==> src/rtl/shift_unit.sv <==
// Multi-cycle shifter: loads a count and an operand from a shared bus, then
// shifts by up to STEP positions per cycle until the count reaches zero.
module shift_unit #(
   parameter int W = 32,
   parameter int STEP = 1,
   localparam int CW = $clog2(W) + 1
) (
   input  logic          clk,
   input  logic          rst_n,
   input  logic [W-1:0]  bus_in,
   input  logic          ld_cnt,
   input  logic          ld_data,
   input  logic [1:0]    mode,
   input  logic          start,
   input  logic          abort,
   output logic [W-1:0]  data_out,
   output logic [CW-1:0] cnt_out,
   output logic          busy,
   output logic          done,
   output logic          n
);

   typedef enum logic [1:0] {IDLE, SHIFT, DONE} state_t;

   localparam logic [CW-1:0] STEP_C = CW'(STEP);

   state_t        state_q, state_d;
   logic [W-1:0]  data_q, data_d;
   logic [CW-1:0] cnt_q, cnt_d;
   logic [1:0]    mode_q, mode_d;
   logic [CW-1:0] amt;
   logic [W-1:0]  shifted;

   assign amt = (cnt_q < STEP_C) ? cnt_q : STEP_C;

   // amt is never zero while shifting, so the rotate's W-amt term stays below W.
   always_comb begin
      shifted = data_q;
      unique case (mode_q)
         2'b00: shifted = data_q >> amt;
         2'b01: shifted = $signed(data_q) >>> amt;
         2'b10: shifted = data_q << amt;
         2'b11: shifted = (data_q << amt) | (data_q >> (W - int'(amt)));
      endcase
   end

   always_ff @(posedge clk or negedge rst_n) begin
      if (!rst_n) begin
         state_q <= IDLE;
         data_q  <= '0;
         cnt_q   <= '0;
         mode_q  <= 2'b00;
      end else begin
         state_q <= state_d;
         data_q  <= data_d;
         cnt_q   <= cnt_d;
         mode_q  <= mode_d;
      end
   end

   // A load in IDLE takes priority over start in the same cycle.
   always_comb begin
      state_d = state_q;
      data_d  = data_q;
      cnt_d   = cnt_q;
      mode_d  = mode_q;
      unique case (state_q)
         IDLE: begin
            if (ld_cnt || ld_data) begin
               if (ld_cnt)  cnt_d  = {1'b0, bus_in[CW-2:0]};
               if (ld_data) data_d = bus_in;
            end else if (start) begin
               mode_d  = mode;
               state_d = (cnt_q != '0) ? SHIFT : DONE;
            end
         end
         SHIFT: begin
            if (abort) begin
               cnt_d   = '0;
               state_d = IDLE;
            end else begin
               data_d = shifted;
               cnt_d  = cnt_q - amt;
               if (cnt_q == amt) state_d = DONE;
            end
         end
         DONE:    state_d = IDLE;
         default: state_d = IDLE;
      endcase
   end

   always_comb begin
      busy = (state_q == SHIFT);
      done = (state_q == DONE);
   end

   assign n        = (cnt_q == '0);
   assign data_out = data_q;
   assign cnt_out  = cnt_q;

endmodule

==> config.mk <==
export PLATFORM = sky130hd
export DESIGN_NAME = shift_unit
export DESIGN_NICKNAME = d
export VERILOG_FILES = /design/src/rtl/shift_unit.sv
export SDC_FILE = /design/constraint.sdc
export NUM_CORES = 1
export LEC_CHECK = 0
export BUFFER_PORTS_ARGS = -buffer_cell sky130_fd_sc_hd__buf_2
export CAP_MARGIN = 25
export CORE_UTILIZATION = 40
export DETAILED_ROUTE_END_ITERATION = 16
export PLACE_DENSITY = 0.66
export SLEW_MARGIN = 25
export SYNTH_ARGS = -nofsm -noshare
export SYNTH_HDL_FRONTEND = slang
export SYNTH_SLANG_ARGS = --single-unit
==> constraint.sdc <==
create_clock -name clk -period 2.6 [get_ports clk]
set_input_delay 0.52 -clock clk [delete_from_list [all_inputs] [get_ports clk]]
set_output_delay 0.52 -clock clk [all_outputs]
set_load 0.02 [all_outputs]
======== Word level (Yosys, flattened, before mapping) ========
Index checks and enable logic that the tools add are counted.
W data, S select, Z words.
cells by class
  divide/modulo/power cells ............... 0
  add/subtract/negate cells ............... 2
  reductions and logical operators ........ 10
  equal/unequal tests ..................... 13
  muxes and demuxes ....................... 16
  multipliers ............................. 0
  $lt $le $gt $ge ......................... 1
  bitwise gates (word level) .............. 2
  shift-type cells ........................ 4
operators with widths
  operator               count
  $pmux W32 S4           1
  $mux W32               3
  $pmux W32 S2           1
  $or A32 B32 Y32        1
  $shl A32 B6 Y32        1
  $shr A32 B32 Y32       1
  $shr A32 B6 Y32        1
  $sshr A32 B6 Y32       1
  $mux W6                4
  $ne A2 B2 Y1 const B   6
  $pmux W6 S2            1
  $mux W2                5
  $reduce_and A3 Y1      3
  $sub A6 B6 Y7 const A  1
  $eq A2 B2 Y1 const B   3
  $eq A6 B6 Y1           1
  $logic_not A6 Y1       1
  $lt A6 B1 Y1 const B   1
  $reduce_bool A6 Y1     1
  $sub A6 B6 Y6          1
  $eq A2 B1 Y1 const B   2
  $logic_not A2 Y1       2
  $pmux W2 S2            1
  $reduce_and A4 Y1      1
  other kinds (4)        4
word-level totals
  memories ................................ 0
  flip-flop bits (word level) ............. 42
  input bits .............................. 40
  output and inout bits ................... 41
  latch bits .............................. 0
  RAM bits ................................ 0
  logic and storage cells ................. 52
  memory bits (read-only) ................. 0

======== Logic depth before layout (Yosys ltp) ========
  depth in word-level cells ............... 8
  depth in mapped cells ................... 13

======== Worst setup path after synthesis ========
OpenSTA, ideal clock, no wires.
  path type ............................... register to register
  start point ............................. reg cnt_q[2] (netlist: cnt_out[2])
  end point ............................... reg data_q[10] (netlist: data_out[10])
  buffers on the path ..................... 5
  path slack .............................. -0.009 ns
  period minus slack after synthesis ...... 2.609 ns
  arrival time ............................ 2.527 ns
  cell stages (with the launch flop) ...... 14
  setup time .............................. 0.082 ns
  cells stage by stage .................... dfrtp_1 -> buf_6 -> nor4_4 -> nand2_2 -> inv_2 -> buf_6 -> buf_2 -> ha_1 -> clkbuf_1 -> nand3_1 -> clkbuf_1 -> o21ai_0 -> nand2_1 -> a31oi_1
between the ends
  cells in the longest elaborated chain, start to end .. 8
  elaborated cells on any way between the ends .. 11
ends and longest elaborated chain
  what                      RTL line  RTL
  start: declaration        29        logic [CW-1:0] cnt_q, cnt_d;
  start signal: assignment  56        cnt_q <= cnt_d;
  $lt A6 B1 Y1              34        assign amt = (cnt_q < STEP_C) ? cnt_q : STEP_C;
  $mux W6 *                 34
  $sub A6 B6 Y7             43        2'b11: shifted = (data_q << amt) | (data_q >> (W - int'(amt)));
  $shr A32 B32 Y32          43
  $or A32 B32 Y32           43
  $pmux W32 S4 *            39        unique case (mode_q)
  $mux W32 *                78        if (abort) begin
  $pmux W32 S2 *            67        unique case (state_q)
  end signal: assignment    55        data_q <= data_d;
  end: declaration          28        logic [W-1:0] data_q, data_d;
Mark *: on every way between the ends. The rest lies on a longest branch, timed or not. The select of a mux whose other input is x is not followed.
A chain may end at the register's enable or synchronous reset.

======== Final worst setup path ========
  start point ............................. reg cnt_q[2] (netlist: cnt_out[2])
  end point ............................... reg data_q[20] (netlist: data_out[20])
The elaborated chain is that of the path after synthesis.

==> results.yml <==
cts:
  clkTransAtPathRegs_ps: 80
  clock-root-buffer: "clkbuf_8"
  numCtsBuffers: 5
  cts_resized: 0
  numClockSinks: 42
  cts_hold_buf: 0
  htree_levels: 2
  clockBufferDepth: 2
  clock_latency_ps: 300
  cts_setup_buffers: 0
  cts_tree: "done"
synth:
  syn-instance-count: 362
  synth-seq-cells: 42
  synth_cell_type_count: 51
  synth_warnings: 0
  synth_edf_count: 0
  seq_area_frac_synth_pct: 35.0
  synth_area_um2: 3000
  ys_dominant_reg_cell: "dfrtp_1"
  syn-num-nets: 405
  syn-mean-instance-area_um2: 8.30
  async_flop_share_pct: 100
global_routing:
  grt_pass1_wl_um: 14700
  groute.usage.overall_pct: 24.9
  antenna_found_initial: 0
  grt_pass1_vias: 2904
  grt_overflow: 0
  grt_max_degree: 31
setup_path:
  cpPeakStageDelay_ps: 490
  startpoint_type: "register"
  path_class: "register to register"
  cp_max_fo: 11
  crit_slowest_cell: "dfrtp_1"
  r2r-start: "cnt_out[2]"
  regToRegEndpoint: "data_out[20]"
  cp.arrival_ps: 2560
  path_cells: "nor4_4, nand2_2, inv_2, ha_1, buf_4, mux2i_1, o211ai_1, o21ai_0, a211oi_1"
  rr_worst_depth: 9
  cp.required_ps: 2810
  worst_setup_path_end_kind: "register"
  rrSetupSlack_ps: 250
timing:
  maxSlewViolCount: 0
  skew_ps: 5.60
  hold_ws_ps: 179
  post-route-period-util_pct: 90.4
  finalSetupTns_ps: 0
  worst_pin_slew_ps: 708
  max_freq_mhz: 425
  hold_violations: 0
  worst_slack_ps: 249
  rsz0062_at_grt: "false"
  post-route-min-period_ps: 2350
  slew_headroom_pct: 52.7
  setup_viol: 0
placement:
  post-place-cells: 528
  dp_slack_ps: 285
  port_buffers: 80
  place_area_um2: 3510
  place_congestion: 0.883
  post-dp-hpwl_um: 6620
floorplan:
  die_w_um: 88.6
  rows: 31
  io_pins: 81
  die_y_um: 88.6
  die_area_um2: 7860
  initial_core_util_pct: 41.4
  core_area_um2: 7250
finish:
  nFillCells: 731
  nNetsFinal: 479
  diodes: 0
  stdcell_count: 536
  final_layout_size_suffix_gt1_share_pct: 27.9
  syn_to_final_growth_pct: 21.8
  post-route-util_pct: 50.4
  design_area_um2: 3660
power:
  ir_drop_mv: 0.308
  p_total_mw: 3.18
  p_leak_nw: 1.67
  power_density_nw_per_um2: 869
drt:
  ant_nets: 0
  vias: 3078
  drt_pre_antenna_iters: 4
  avgRoutedWirePerCell_um: 17.3
  avgViaCountPerCell: 5.74
  remaining_drc_errors: 0
  totalWireLength_um: 9290
  drt_iter0_drc: 240
flow_run:
  maxCapViolations: 0
min_path:
  worstHoldPathType: "input pin to asynchronous set/reset pin"
run_status:
  status: "finished, final reports clean"
## cell families after synthesis
logic type                 count (synthesis)  synth area share [%]
AOI/OAI and AO/OA                        121                  24.6
adders and majority gates                  3                  1.25
buffers and inverters                     35                  5.29
DFF                                       42                  35.0
muxes                                     48                  16.5
other                                      1                 0.125
and+or+nand+nor                          112                  17.2
## layout by cell type (no fill, tap or decap), types with 3 or more instances in the layout
cell type / Yosys / layout
dfrtp_1: 42 / 42
nor3_1: 6 / 6
o211ai_1: 3 / 3
mux2_2: 12 / 12
mux2i_1: 36 / 36
and3_1: 4 / 4
buf_2: 10 / 80
a221oi_1: 3 / 3
ha_1: 3 / 3
a211oi_1: 3 / 3
a21oi_1: 32 / 32
buf_4: 0 / 17
inv_1: 4 / 4
nor2b_1: 4 / 4
nand2b_1: 5 / 5
o21ai_0: 33 / 33
o21ai_1: 4 / 4
nor2_1: 46 / 46
o22ai_1: 11 / 11
nand2_1: 30 / 30
a31oi_1: 12 / 12
nand3_1: 6 / 6
clkbuf_8: 0 / 6
## how the worst max path moves through the flow
stage / start / endpoint / cells after the start
3_5_place_dp: cnt_out[2] / data_out[20] / 9
3_3_place_gp: cnt_out[2] / data_out[12] / 9
5_1_grt: cnt_out[2] / data_out[12] / 9
4_1_cts: cnt_out[2] / data_out[20] / 9
2_1_floorplan: cnt_out[2] / data_out[2] / 13
6_report: cnt_out[2] / data_out[20] / 9
## synthesized netlist by cell type, types with 2 or more instances
master     instances  area (um2)
nor2_1            46         173
dfrtp_1           42        1050
mux2i_1           36         360
o21ai_0           33         165
a21oi_1           32         160
nand2_1           30         113
clkbuf_1          13        48.8
a31oi_1           12        75.1
mux2_2            12         135
o22ai_1           11        68.8
buf_2             10        50.1
nand3_1            6        30.0
nor3_1             6        30.0
buf_1              5        18.8
nand2b_1           5        31.3
and3_1             4        25.0
inv_1              4        15.0
nor2b_1            4        25.0
o21ai_1            4        20.0
a211oi_1           3        22.5
a221oi_1           3        26.3
ha_1               3        37.5
o211ai_1           3        22.5
a221o_1            2        20.0
a22o_1             2        17.5
a32oi_1            2        17.5
buf_6              2        22.5
nor4_1             2        12.5
o2111ai_1          2        17.5
o32ai_1            2        17.5
## worst max-delay path, delay by kind of cell (launching register included)
family	cells	cell delay, ps
muxes	1	130
and+or+nand+nor	2	440
adders and majority gates	1	360
buffers and inverters	2	320
DFF	1	490
AOI/OAI and AO/OA	3	520
## state kept, by name, indices dropped and copies added, names as in the netlist
signal	flops
data_out	32
cnt_out	6
mode_q	2
state_q	2
## power breakdown
group / total (mW) / leakage (nW) / internal, mW / switching [mW]
Combinational: 1.38 / 1.11 / 0.586 / 0.798
Sequential: 1.14 / 0.495 / 0.815 / 0.325
Clock: 0.655 / 0.0714 / 0.410 / 0.245
## metal layers
metal	track usage (%)	vias to the layer above	part of all wire, %
li1	-	1477	-
met1	33.0	1477	46
met2	40.1	109	48
met3	3.82	15	4.8
met4	10.9	0	1.9
met5	0	-	0
## area by class of cell
| type | instances | area (um2) | share of cell area (%) |
|---|---|---|---|
| Multi-Input combinational cell | 285 | 1790 | 49.0 |
| Sequential cell | 42 | 1050 | 28.7 |
| Timing Repair Buffer | 97 | 528 | 14.4 |
| Tap cell | 99 | 124 | 3.39 |
| Clock buffer | 6 | 82.6 | 2.26 |
| Clock inverter | 2 | 60.1 | 1.64 |
| Inverter | 5 | 18.8 | 0.513 |
No activity file was read; power rests on OpenSTA's default activity.
